**src/rtl/sw_input_debounce_pkg.sv**
```systemverilog
// rtl/sw_input_debounce_pkg.sv - board-level constants shared by the switch input stage
//
// Purpose: single home for the switch-vector width and the debounce window
//   lengths used on the board and in simulation.
// Ports: none (package).
package sw_input_debounce_pkg;

  localparam int SW_WIDTH              = 4;
  localparam int DEBOUNCE_CYCLES_BOARD = 1000000;  // 10 ms at 100 MHz
  localparam int DEBOUNCE_CYCLES_SIM   = 8;
  localparam int SYNC_STAGES_DEFAULT   = 2;
  localparam int CNT_W_DEFAULT         = 20;

endpackage

```
**src/rtl/sw_input_debounce_sync_nff.sv**
```systemverilog
// rtl/sw_input_debounce_sync_nff.sv - multi-bit N-flop synchroniser
//
// Purpose: brings an asynchronous vector into the clk domain through
//   SYNC_STAGES flops per bit. Bits may land on different cycles; the
//   downstream debouncer treats the vector as a whole, which absorbs that skew.
// Ports:
//   clk   in  1      sampling clock
//   rst   in  1      asynchronous reset, active-high; clears every stage
//   din   in  WIDTH  asynchronous input vector
//   dout  out WIDTH  output of the last stage
module sync_nff #(
  parameter int WIDTH       = 4,
  parameter int SYNC_STAGES = 2
) (
  input  logic             clk,
  input  logic             rst,
  input  logic [WIDTH-1:0] din,
  output logic [WIDTH-1:0] dout
);

  logic [WIDTH-1:0] stage [SYNC_STAGES];

  always_ff @(posedge clk or posedge rst) begin
    if (rst) begin
      for (int i = 0; i < SYNC_STAGES; i++) begin
        stage[i] <= '0;
      end
    end else begin
      stage[0] <= din;
      for (int i = 1; i < SYNC_STAGES; i++) begin
        stage[i] <= stage[i-1];
      end
    end
  end

  assign dout = stage[SYNC_STAGES-1];

endmodule

```
**src/rtl/sw_input_debounce.sv**
```systemverilog
// rtl/sw_input_debounce.sv - synchronise and debounce the slide-switch vector
//
// Purpose: board-input stage ahead of the input-k generator. The raw switches
//   are synchronised, debounced as one vector, and each accepted change is
//   announced with a one-cycle strobe plus a valid/ack handshake.
// Ports:
//   clk         in  1      system clock
//   rst         in  1      asynchronous reset, active-high
//   SW_raw      in  WIDTH  raw switch pins, asynchronous to clk
//   SW          out WIDTH  debounced switch code
//   sw_changed  out 1      one-cycle pulse when SW takes a new value
//   sw_valid    out 1      new code pending, held until sw_ack
//   sw_ack      in  1      consumer acknowledge, only honoured while sw_valid=1
module sw_input_debounce
  import sw_input_debounce_pkg::*;
#(
  parameter int WIDTH           = SW_WIDTH,
  parameter int SYNC_STAGES     = SYNC_STAGES_DEFAULT,
  parameter int DEBOUNCE_CYCLES = DEBOUNCE_CYCLES_BOARD,
  parameter int CNT_W           = CNT_W_DEFAULT
) (
  input  logic             clk,
  input  logic             rst,
  input  logic [WIDTH-1:0] SW_raw,
  output logic [WIDTH-1:0] SW,
  output logic             sw_changed,
  output logic             sw_valid,
  input  logic             sw_ack
);

  typedef enum logic [1:0] {
    IDLE     = 2'd0,
    COUNT    = 2'd1,
    UPDATE   = 2'd2,
    WAIT_ACK = 2'd3
  } state_t;

  localparam logic [CNT_W-1:0] CNT_LAST = CNT_W'(DEBOUNCE_CYCLES - 1);

  logic [WIDTH-1:0] s;
  logic [WIDTH-1:0] cand,    cand_nxt;
  logic [WIDTH-1:0] sw_nxt;
  logic [CNT_W-1:0] cnt,     cnt_nxt;
  logic             changed_nxt;
  logic             valid_nxt;
  state_t           state,   state_nxt;

  sync_nff #(
    .WIDTH       (WIDTH),
    .SYNC_STAGES (SYNC_STAGES)
  ) u_sync (
    .clk  (clk),
    .rst  (rst),
    .din  (SW_raw),
    .dout (s)
  );

  always_ff @(posedge clk or posedge rst) begin
    if (rst) begin
      state      <= IDLE;
      cand       <= '0;
      cnt        <= '0;
      SW         <= '0;
      sw_changed <= 1'b0;
      sw_valid   <= 1'b0;
    end else begin
      state      <= state_nxt;
      cand       <= cand_nxt;
      cnt        <= cnt_nxt;
      SW         <= sw_nxt;
      sw_changed <= changed_nxt;
      sw_valid   <= valid_nxt;
    end
  end

  always_comb begin
    state_nxt   = state;
    cand_nxt    = cand;
    cnt_nxt     = cnt;
    sw_nxt      = SW;
    changed_nxt = 1'b0;
    valid_nxt   = sw_valid;

    unique case (state)
      IDLE: begin
        if (s != SW) begin
          cand_nxt  = s;
          cnt_nxt   = '0;
          state_nxt = COUNT;
        end
      end

      COUNT: begin
        if (s == SW) begin
          // Input bounced back to the accepted code: drop the candidate.
          state_nxt = IDLE;
        end else if (s != cand) begin
          // A different pattern appeared mid-window: restart on it.
          cand_nxt = s;
          cnt_nxt  = '0;
        end else if (cnt == CNT_LAST) begin
          state_nxt = UPDATE;
        end else begin
          // Counter stops advancing at CNT_LAST, so it cannot wrap.
          cnt_nxt = cnt + 1'b1;
        end
      end

      UPDATE: begin
        sw_nxt      = cand;
        changed_nxt = 1'b1;
        valid_nxt   = 1'b1;
        state_nxt   = WAIT_ACK;
      end

      WAIT_ACK: begin
        // Input is not watched here; any new difference is picked up in IDLE.
        if (sw_ack) begin
          valid_nxt = 1'b0;
          state_nxt = IDLE;
        end
      end

      default: state_nxt = IDLE;
    endcase
  end

endmodule

```
**config.mk**
```make
export PLATFORM = sky130hd
export DESIGN_NAME = sw_input_debounce
export DESIGN_NICKNAME = d
export VERILOG_FILES = /design/src/rtl/sw_input_debounce_pkg.sv /design/src/rtl/sw_input_debounce_sync_nff.sv /design/src/rtl/sw_input_debounce.sv
export SDC_FILE = /design/constraint.sdc
export NUM_CORES = 1
export LEC_CHECK = 0
export CAP_MARGIN = 0
export CORE_AREA = 4 4 67 69
export CTS_CLUSTER_SIZE = 16
export DETAILED_ROUTE_END_ITERATION = 8
export DIE_AREA = 0 0 71 73
export PLACE_DENSITY = 0.72
export SYNTH_ARGS = -nofsm -noshare
export SYNTH_HDL_FRONTEND = slang
export SYNTH_SLANG_ARGS = --single-unit
```
**constraint.sdc**
```tcl
create_clock -name clk -period 1.92 [get_ports clk]
set_input_delay 0.48 -clock clk [delete_from_list [all_inputs] [get_ports clk]]
set_output_delay 0.48 -clock clk [all_outputs]
set_load 0.05 [all_outputs]
```
==> qor.yml <==
insertion_delay_ps: 290
cts_made_buffers: 5
layout.nets: 235
outcome: "finished clean"
slowest_stage: "dfrtp_2"
ir_worst_vdd_mv: 0.544
cts-root-buf: "clkbuf_8"
synthAdderAreaFrac: 0.00664
grt_pass1_wl_um: 7480
hp-class: "register to register"
synth_area_leaders: "dfrtp_1 (53%), nand2_1 (6.2%), xnor2_1 (4.2%), nand3_1 (3.5%), o21ai_0 (3.2%)"
skew_ps: 7.82
ctsHoldBuffers: 0
wl_met1_um: 1880
setup_violations: 0
slew_violations: 0
yosys.area.top_type: "dfrtp_1"
crit_family: "simple AND/OR/NAND/NOR gates"
fp.dieH_um: 73
fin_cells: 278
htreeDepth: 2
p_total_mw: 1.86
routabilityCongestion: 0.937
hpwl_um: 3080
ys_async_sr_fraction: 1.00
drtAntennaViolNets: 0
io_pins: 13
crit_type: "register to register"
antenna_cells: 0
cp.required_ps: 2140
cp_max_fo: 6
synth-seq-cells: 40
drc: 0
hold_viol_final: 0
start_util: 0.481
synth_edf_count: 0
wl_per_cell_um: 14.8
worst_pin_slew_ps: 479
antenna_found_initial: 0
muxShareOfSynthArea: 0.0346
first_pass_iters: 4
path_common_cell: "or3_4"
synth_common_cells: "dfrtp_1 (40), nand2_1 (31), nand3_1 (13)"
grt_max_degree: 28
yosysMostFrequentCell: "dfrtp_1"
route.met3.wl_um: 143
slowest_delay_ps: 430
dieWidth_um: 71
synth_top_cell_area_share: 0.532
num_rows: 23
ys_seq_area_frac: 0.532
cts_buffer_depth: 2
viasPerCell: 5.73
fin_crit_sh: 0.962
core_um2: 3910
fmax_mhz: 542
yosys_warnings: 0
dp.cells: 270
numClockSinks: 40
crit_chain: "xnor2_2 > a41o_1 > or3_4 > buf_6 > or3_4 > o21ai_2"
wl_met2_um: 2020
leakagePower_nw: 1.03
rsz0062_at_grt: "yes"
critPathCaptureType: "register"
clk_pin_slew_ps: 80
port-buffer-count: 12
drt_iter0_markers: 153
die-area_um2: 5180
period_minus_slack_ps: 1850
grt_pass1_vias: 1653
syn_area_um2: 1880
track_usage: 0.180
cts_tree: "done"
synthDistinctLibCells: 41
dr_total_vias: 1594
synth_top_family_by_area: "simple AND/OR/NAND/NOR gates"
cp_data_arrival_time_ps: 2060
layout-drive-gt1-share: 0.241
synth-simple-area-share: 0.217
synth_ff_type: "dfrtp_1"
syn_to_final_growth_pct: 26.0
critPathLaunchType: "register"
postSynthAreaPerCell_um2: 9.96
cellPowerDensity_nw_per_um2: 786
drt_wl_total_um: 4120
syn-num-nets: 197
synth_xor_xnor_area_share: 0.0419
drv_cap: 0
grt-ovfl-total: 0
highest_layer: "met4"
max_slew_margin: 0.676
synth_cells: 189
synth_compound_gate_area_share: 0.144
critPathBufInv: 1
==> final cells by class <==
class                      instances  area (um^2)
clock buffer                       6         82.6
timing repair buffer              35          282
multi-input combinational        137          871
sequential                        40         1010
inverter                           8         30.0
fill                             361         1540
clock inverter                     2         38.8
tap                               50         62.6
==> routing by layer <==
layer | vias up | global-route usage
met2 | 35 | 0.301
li1 | 772 | -
met3 | 10 | 0.0427
met4 | 0 | 0.0480
met5 | - | 0
met1 | 777 | 0.237
==> sequential cells by signal (all words and copies together), names as in the netlist, named ones only <==
signal / count
SW: 4
sw_valid: 1
u_sync.dout: 4
u_sync.stage: 4
sw_changed: 1
state: 1
cnt: 20
cand: 4
==> cell families after synthesis <==
family          Yosys count
xor+xnor                  9
buf+inv                  12
fa+ha+maj                 1
flops                    40
compound gates           40
mux                       6
simple gates             81
==> worst reg2reg max path: cells and delay by family, from the launching register on <==
kind,cells,cell delay [ps]
compound gates,2,320
flops,1,430
simple gates,2,730
buf+inv,1,150
xor+xnor,1,150
==> worst paths after layout <==
check | start | end | slack, ps | cells after the start
max in group asynchronous | rst | SW[0] | 1070 | 3
worst min-delay path | u_sync.stage[5] | u_sync.dout[1] | 350 | 0
worst max register to register | SW[2] | cnt[11] | 70 | 6
worst max-delay path | SW[2] | cnt[11] | 70 | 6
worst min register to register | u_sync.stage[5] | u_sync.dout[1] | 350 | 0
min in group asynchronous | rst | cnt[15] | 490 | 3
==> what timing repair did <==
item                       4_1_cts  5_1_grt
buffers inserted                 0        0
gates resized for setup          2        5
pin swaps                        0        2
setup endpoints to repair        1        7
gates cloned                     0        0
==> where the power goes <==
part	internal, mW	switching [mW]
Sequential	0.874	0.0262
Clock	0.425	0.296
Combinational	0.0991	0.145
Total	1.40	0.466
==> per-stage QoR <==
stage | worst slack (ps) | hold slack [ps] | setup TNS [ps] | instance area, um^2 | utilization
2_1_floorplan | -99.5 | 331 | -130 | 1910 | -
5_1_grt | -9.73 | 370 | -22.8 | 2370 | 0.606
6_report | 73.6 | 353 | 0 | 2370 | 0.606
3_5_place_dp | -13.6 | 337 | -13.6 | 2230 | 0.570
4_1_cts | 2.28 | 356 | 0 | 2360 | 0.602
3_3_place_gp | 91.5 | 337 | 0 | 2230 | 0.570
==> cell usage in the layout, fill, tap and decap left out, types with 6 or more instances in the layout <==
cell type,count
a21oi_1,6
o21ai_0,10
nand3_1,13
buf_4,28
nand4_1,6
xnor2_1,7
clkdlybuf4s50_1,6
nand2_1,31
dfrtp_1,36
clkbuf_8,6
inv_1,8
(Power assumes the default switching activity.)
==> RTL change 1, RTL diff (config.mk and constraints unchanged) <==
Add an input register stage for `SW_raw` and `sw_ack`; this delays them by one clock.
--- a/src/rtl/sw_input_debounce.sv
+++ b/src/rtl/sw_input_debounce.sv
@@ -37,6 +37,14 @@
 
   localparam logic [CNT_W-1:0] CNT_LAST = CNT_W'(DEBOUNCE_CYCLES - 1);
 
+  logic [WIDTH-1:0] SW_raw_q;
+  logic sw_ack_q;
+
+  always_ff @(posedge clk) begin
+    SW_raw_q <= SW_raw;
+    sw_ack_q <= sw_ack;
+  end
+
   logic [WIDTH-1:0] s;
   logic [WIDTH-1:0] cand,    cand_nxt;
   logic [WIDTH-1:0] sw_nxt;
@@ -51,7 +59,7 @@
   ) u_sync (
     .clk  (clk),
     .rst  (rst),
-    .din  (SW_raw),
+    .din  (SW_raw_q),
     .dout (s)
   );
 
@@ -115,7 +123,7 @@
 
       WAIT_ACK: begin
         // Input is not watched here; any new difference is picked up in IDLE.
-        if (sw_ack) begin
+        if (sw_ack_q) begin
           valid_nxt = 1'b0;
           state_nxt = IDLE;
         end
Behaviour: no difference found for any inputs over 10 cycles, from zero or initial values and one cycle with rst high; that may be too few to reach the edited logic, so the function may still have changed.
==> RTL change 1 against the unedited design <==
  * Routed wire length up 4.9%
  * Cell count down 0.72%
  * First-iteration DRC count up 41%
  * Setup slack worse by 0.030 ns
  * Sequential cell count up 5
  * Final area up 1.7%
  * Synthesized area up 5.8%
Power is not compared: it rests on default switching activity, and its combinational part moved more than twofold at a synthesized area within 25%.
==> RTL change 1: results (changes against the unedited design) <==
Period utilization: 0.977 (+0.0154)
Dpl hpwl: 3.04 mm (-1.2%)
Slew Limit Headroom: 0.745 (+0.0690)
Share of cells above drive strength 1: 0.212 (-0.0288)
Routed len/inst: 15.7 um (+5.7%)
Status: finished clean
Crit path from: cnt[3]
FF-to-FF setup slack: 0.04 ns (-0.03 ns)
Synth Area in Compound Gates: 0.0954 (-0.0481)
GR Util All Layers: 0.180 (-0.000241)
Synth Area in Adders: 0.00628 (-0.000367)
FFs w/ async S/R, synth: 0.889 (-0.111)
Synth area leaders: dfrtp_1, nand3_1, mux2_2
Largest net degree at the start of global routing: 41 (+46%)
Register-to-Register Path Depth: 5 (-1)
XOR/XNOR Fraction of Synth Area: 0.0352 (-0.00671)
Mux cell area share after synthesis: 0.0559 (+0.0213)
Dpl ws: 0.103 ns (+0.117 ns)
Syn nets: 204 (+3.6%)
First-pass GRT wire length: 7.35 mm (-1.8%)
GP Congestion: 0.926 (-1.2%)
Skew final: 0.00585 ns (-0.00197 ns)
R2R Path End: cnt[9]
Fill count: 334 (-7.5%)
Post-synth top cells: dfrtp_1, nand2_1, nand3_1, o21ai_0, nor2_1
Vias: 1627 (+2.1%)
Distinct cells, synth: 30 (-27%)
Seq/Total Area, Yosys: 0.552 (+0.0209)
Total number of yosys warnings: 0 (unchanged)
==> RTL change 1: kinds of logic after synthesis <==
group	count (synthesis)
compound gates	30
mux	10
flops	45
xor+xnor	8
fa+ha+maj	1
buf+inv	14
simple gates	88
==> RTL change 1: area by class of cell <==
type	count	area share
sequential	45	0.458
multi-input combinational	138	0.354
timing repair buffer	27	0.101
clock buffer	5	0.0285
tap	50	0.0259
clock inverter	3	0.0207
inverter	8	0.0124
==> RTL change 1: per-layer routing <==
metal  vias to the layer above  global-route usage  wire [um]
met5                         -                   0          0
met4                         0              0.0585         55
met3                         6              0.0386        188
met2                        46               0.322       2210
met1                       812               0.216       1870
li1                        763                   -          -
==> RTL change 1: power by group through the flow <==
| stage | clock network, mW | logic (mW) | registers [mW] |
|---|---|---|---|
| after global placement | 0 | 0.109 | 1.00 |
| after detailed placement | 0 | 0.113 | 1.00 |
| after CTS | 0.757 | 0.114 | 0.983 |
| after floorplan | 0 | 0.0657 | 0.997 |
| after global routing | 0.803 | 0.130 | 0.985 |
| final | 0.742 | 0.118 | 0.982 |
==> RTL change 1: timing repair <==
action / CTS / global route
resized for setup: 0 / 4
setup endpoints to repair: 0 / 5
hold buffers: 0 / 0
setup buffers: 0 / 1
==> RTL change 1: worst min-delay path by stage <==
stage,startpoint,end,slack (ns),cells past startpoint
4_1_cts,SW_raw_q[0],u_sync.stage[4],0.33,0
2_1_floorplan,SW_raw_q[0],u_sync.stage[4],0.32,0
3_3_place_gp,SW_raw_q[2],u_sync.stage[6],0.32,0
6_report,SW_raw_q[0],u_sync.stage[4],0.33,0
5_1_grt,SW_raw_q[0],u_sync.stage[4],0.34,0
3_5_place_dp,SW_raw_q[0],u_sync.stage[4],0.32,0
==> RTL change 1: worst max-delay path, cell delays in order (launching register included) <==
cell and delay, ns:
dfrtp_1 0.44, nand4_1 0.33, nor2_1 0.29, and3_1 0.20
mux2_2 0.33, a22o_1 0.19
==> RTL change 1: metrics by stage <==
stage	util	instance area (um2)	power (mW)	hold WS [ns]	std cells
floorplan	-	2000	1.06	0.316	196
global placement	0.577	2260	1.11	0.319	266
detailed placement	0.577	2260	1.12	0.321	266
CTS	0.607	2380	1.85	0.333	274
global route	0.617	2410	1.92	0.344	276
finish	0.617	2410	1.84	0.333	276
==> RTL change 2, RTL diff (same flow settings) <==
Without the edit above. `CNT_W_DEFAULT`: 20 -> 10.
--- a/src/rtl/sw_input_debounce_pkg.sv
+++ b/src/rtl/sw_input_debounce_pkg.sv
@@ -9,7 +9,7 @@
   localparam int DEBOUNCE_CYCLES_BOARD = 1000000;  // 10 ms at 100 MHz
   localparam int DEBOUNCE_CYCLES_SIM   = 8;
   localparam int SYNC_STAGES_DEFAULT   = 2;
-  localparam int CNT_W_DEFAULT         = 20;
+  localparam int CNT_W_DEFAULT         = 10;
 
 endpackage
 
Function: no difference found for any inputs over 10 cycles, from zero or initial values and one cycle with rst high; that may be too few to reach the edited logic, so the function may still have changed.
==> RTL change 2 against the unedited design <==
  * Combinational power fell by 23%
  * Sequential cell count is 10 lower
  * Routed wire length shrank 37%
  * Synthesized area decreased by 29%
  * Setup slack improved by 0.0072 ns
  * Count of clock-buffer cells in the layout is 1 higher
  * Sequential power decreased by 24%
  * Final area is 30% lower
  * Power is 25% lower
==> RTL change 2: results (changes against the unedited design) <==
Wirelength, routed: 2.61 mm (-37%)
Later-pin clock latency in the skew report: 0.29 ns (about the same)
Syn nets: 130 (-34%)
DRT Pass-1 Iters: 4 (unchanged)
Synth area leaders: dfrtp_1, mux2_2, nand2_1
WP data arrival: 2.04 ns (-0.02 ns)
Total CTS buffers: 5 (unchanged)
Finished Layout Cells: 197 (-29%)
Total number of yosys warnings: 0 (unchanged)
Leak: 0.692 nW (-33%)
FFs w/ async S/R, synth: 1.00 (unchanged)
Dpl hpwl: 1.78 mm (-42%)
Ant diodes: 0 (unchanged)
Clock root buffer: clkbuf_8
Clock edge transition at the registers on the reported setup and hold paths: 0.06 ns (-0.02 ns)
Register-to-Register Path Depth: 7 (+1)
FF-to-FF setup slack: 0.08 ns
Share of cells above drive strength 1: 0.252 (+0.0105)
Number of global-route vias before repair: 976 (-41%)
Avg Vias per Cell: 5.05 (-12%)
Skew final: 0.00634 ns (-0.00148 ns)
Distinct cells, synth: 28 (-32%)
Post-Syn Area per Cell: 10.9 um2 (+9.6%)
Largest net degree at the start of global routing: 31 (+11%)
Crit path to: cnt[9]
Status: finished clean
# nets final: 154 (-34%)
PortBufs: 12 (unchanged)
Top FF cell, synth: dfrtp_1
Crit-path max FO: 5 (-1)
Slew Limit Headroom: 0.753 (+0.0766)
Initial antenna violation count: 0 (unchanged)
VDD IR max: 0.000576 V (+5.9%)
Seq/Total Area, Yosys: 0.563 (+0.0318)
Crit path from: cnt[0]
DR iter-0 viols: 51 (-67%)
Dpl cells: 186 (-31%)
GP Congestion: 0.783 (-16%)
Number of flip-flops under the largest register name: 10 (-50%)
First-pass GRT wire length: 4.28 mm (-43%)
H-tree Lvls: 2 (unchanged)
GR Util All Layers: 0.108 (-0.0717)
Worst hold path type: reg -> reg
Clock Path Buffers: 2 (unchanged)
Post-synth top cells: dfrtp_1, nand2_1, inv_1, mux2_2, xnor2_1
Reg with most FFs: cnt
## RTL change 2: cell count changes in the layout (fill, tap and decap cells not counted), sizes merged, moves of 3 or more
| cell | before | now |
|---|---|---|
| buf | 29 | 14 |
| nand2 | 31 | 19 |
| dfrtp | 40 | 30 |
| o21ai | 13 | 3 |
| nand3 | 13 | 7 |
| o211ai | 6 | 0 |
| o22ai | 1 | 7 |
| nor2 | 6 | 1 |
| mux2 | 4 | 8 |
| nand4 | 6 | 2 |
| nor3 | 5 | 2 |
| o41ai | 3 | 0 |
## RTL change 2: kinds of logic after synthesis
logic type | share of synthesized area
AOI/OAI and AO/OA | 0.0967
and+or+nand+nor | 0.171
muxes | 0.0676
xor gates and xnor gates | 0.0526
adders and majority gates | 0.00939
DFF | 0.563
buffers and inverters | 0.0394
## RTL change 2: final cells by class
cell class,count,area [um2]
fillers,385,2260
flip-flops and latches,30,751
multi-input cells,79,546
repair buffers,20,163
clock buffers,7,86.3
well taps,50,62.6
inverters,10,37.5
clock inverters,1,5.00
## RTL change 2: worst max-delay path: stages, from the launching register on
cell and delay [ns]:
dfrtp_1 0.41, ha_2 0.23, and3_1 0.21, nand4_1 0.23, o31ai_4 0.28, buf_2 0.22
a21oi_1 0.06, o22ai_1 0.13
## RTL change 2: per-layer routing
metal / vias up / part of all wire / track usage
li1: 466 / - / -
met1: 485 / 0.42 / 0.122
met3: 12 / 0.056 / 0.0468
met5: - / 0 / 0
met4: 0 / 0.038 / 0.0626
met2: 32 / 0.49 / 0.172
## RTL change 2: worst min path at each step
| stage | to | start | slack, ns | depth (start not counted) |
|---|---|---|---|---|
| CTS | u_sync.dout[1] | u_sync.stage[5] | 0.35 | 0 |
| global placement | u_sync.dout[2] | u_sync.stage[6] | 0.33 | 0 |
| detailed placement | u_sync.dout[3] | u_sync.stage[7] | 0.34 | 0 |
| floorplan | u_sync.dout[0] | u_sync.stage[4] | 0.33 | 0 |
| global route | u_sync.dout[1] | u_sync.stage[5] | 0.36 | 0 |
| finish | u_sync.dout[1] | u_sync.stage[5] | 0.34 | 0 |
## RTL change 2: repair_timing
item / in CTS / in global routing
resized for setup: 0 / 4
buffers inserted: 0 / 2
endpoints found under the setup margin: 0 / 9
endpoints found under the hold margin: 0 / 0
## RTL change 2: report_power, final
part / internal (mW) / switching (mW) / total, mW
sequential: 0.663 / 0.0247 / 0.687
clock: 0.289 / 0.236 / 0.525
combinational: 0.0800 / 0.109 / 0.189
## RTL change 2: through the flow
stage	setup slack (ns)	util	power [mW]	area [um2]	setup TNS, ns
final	0.0807	0.422	1.40	1650	0
after global routing	-0.0132	0.422	1.46	1650	-0.0236
after CTS	0.0720	0.412	1.40	1610	0
after detailed placement	0.0873	0.389	0.877	1520	0
after global placement	0.174	0.389	0.871	1520	0
after floorplan	0.0700	-	0.816	1330	0
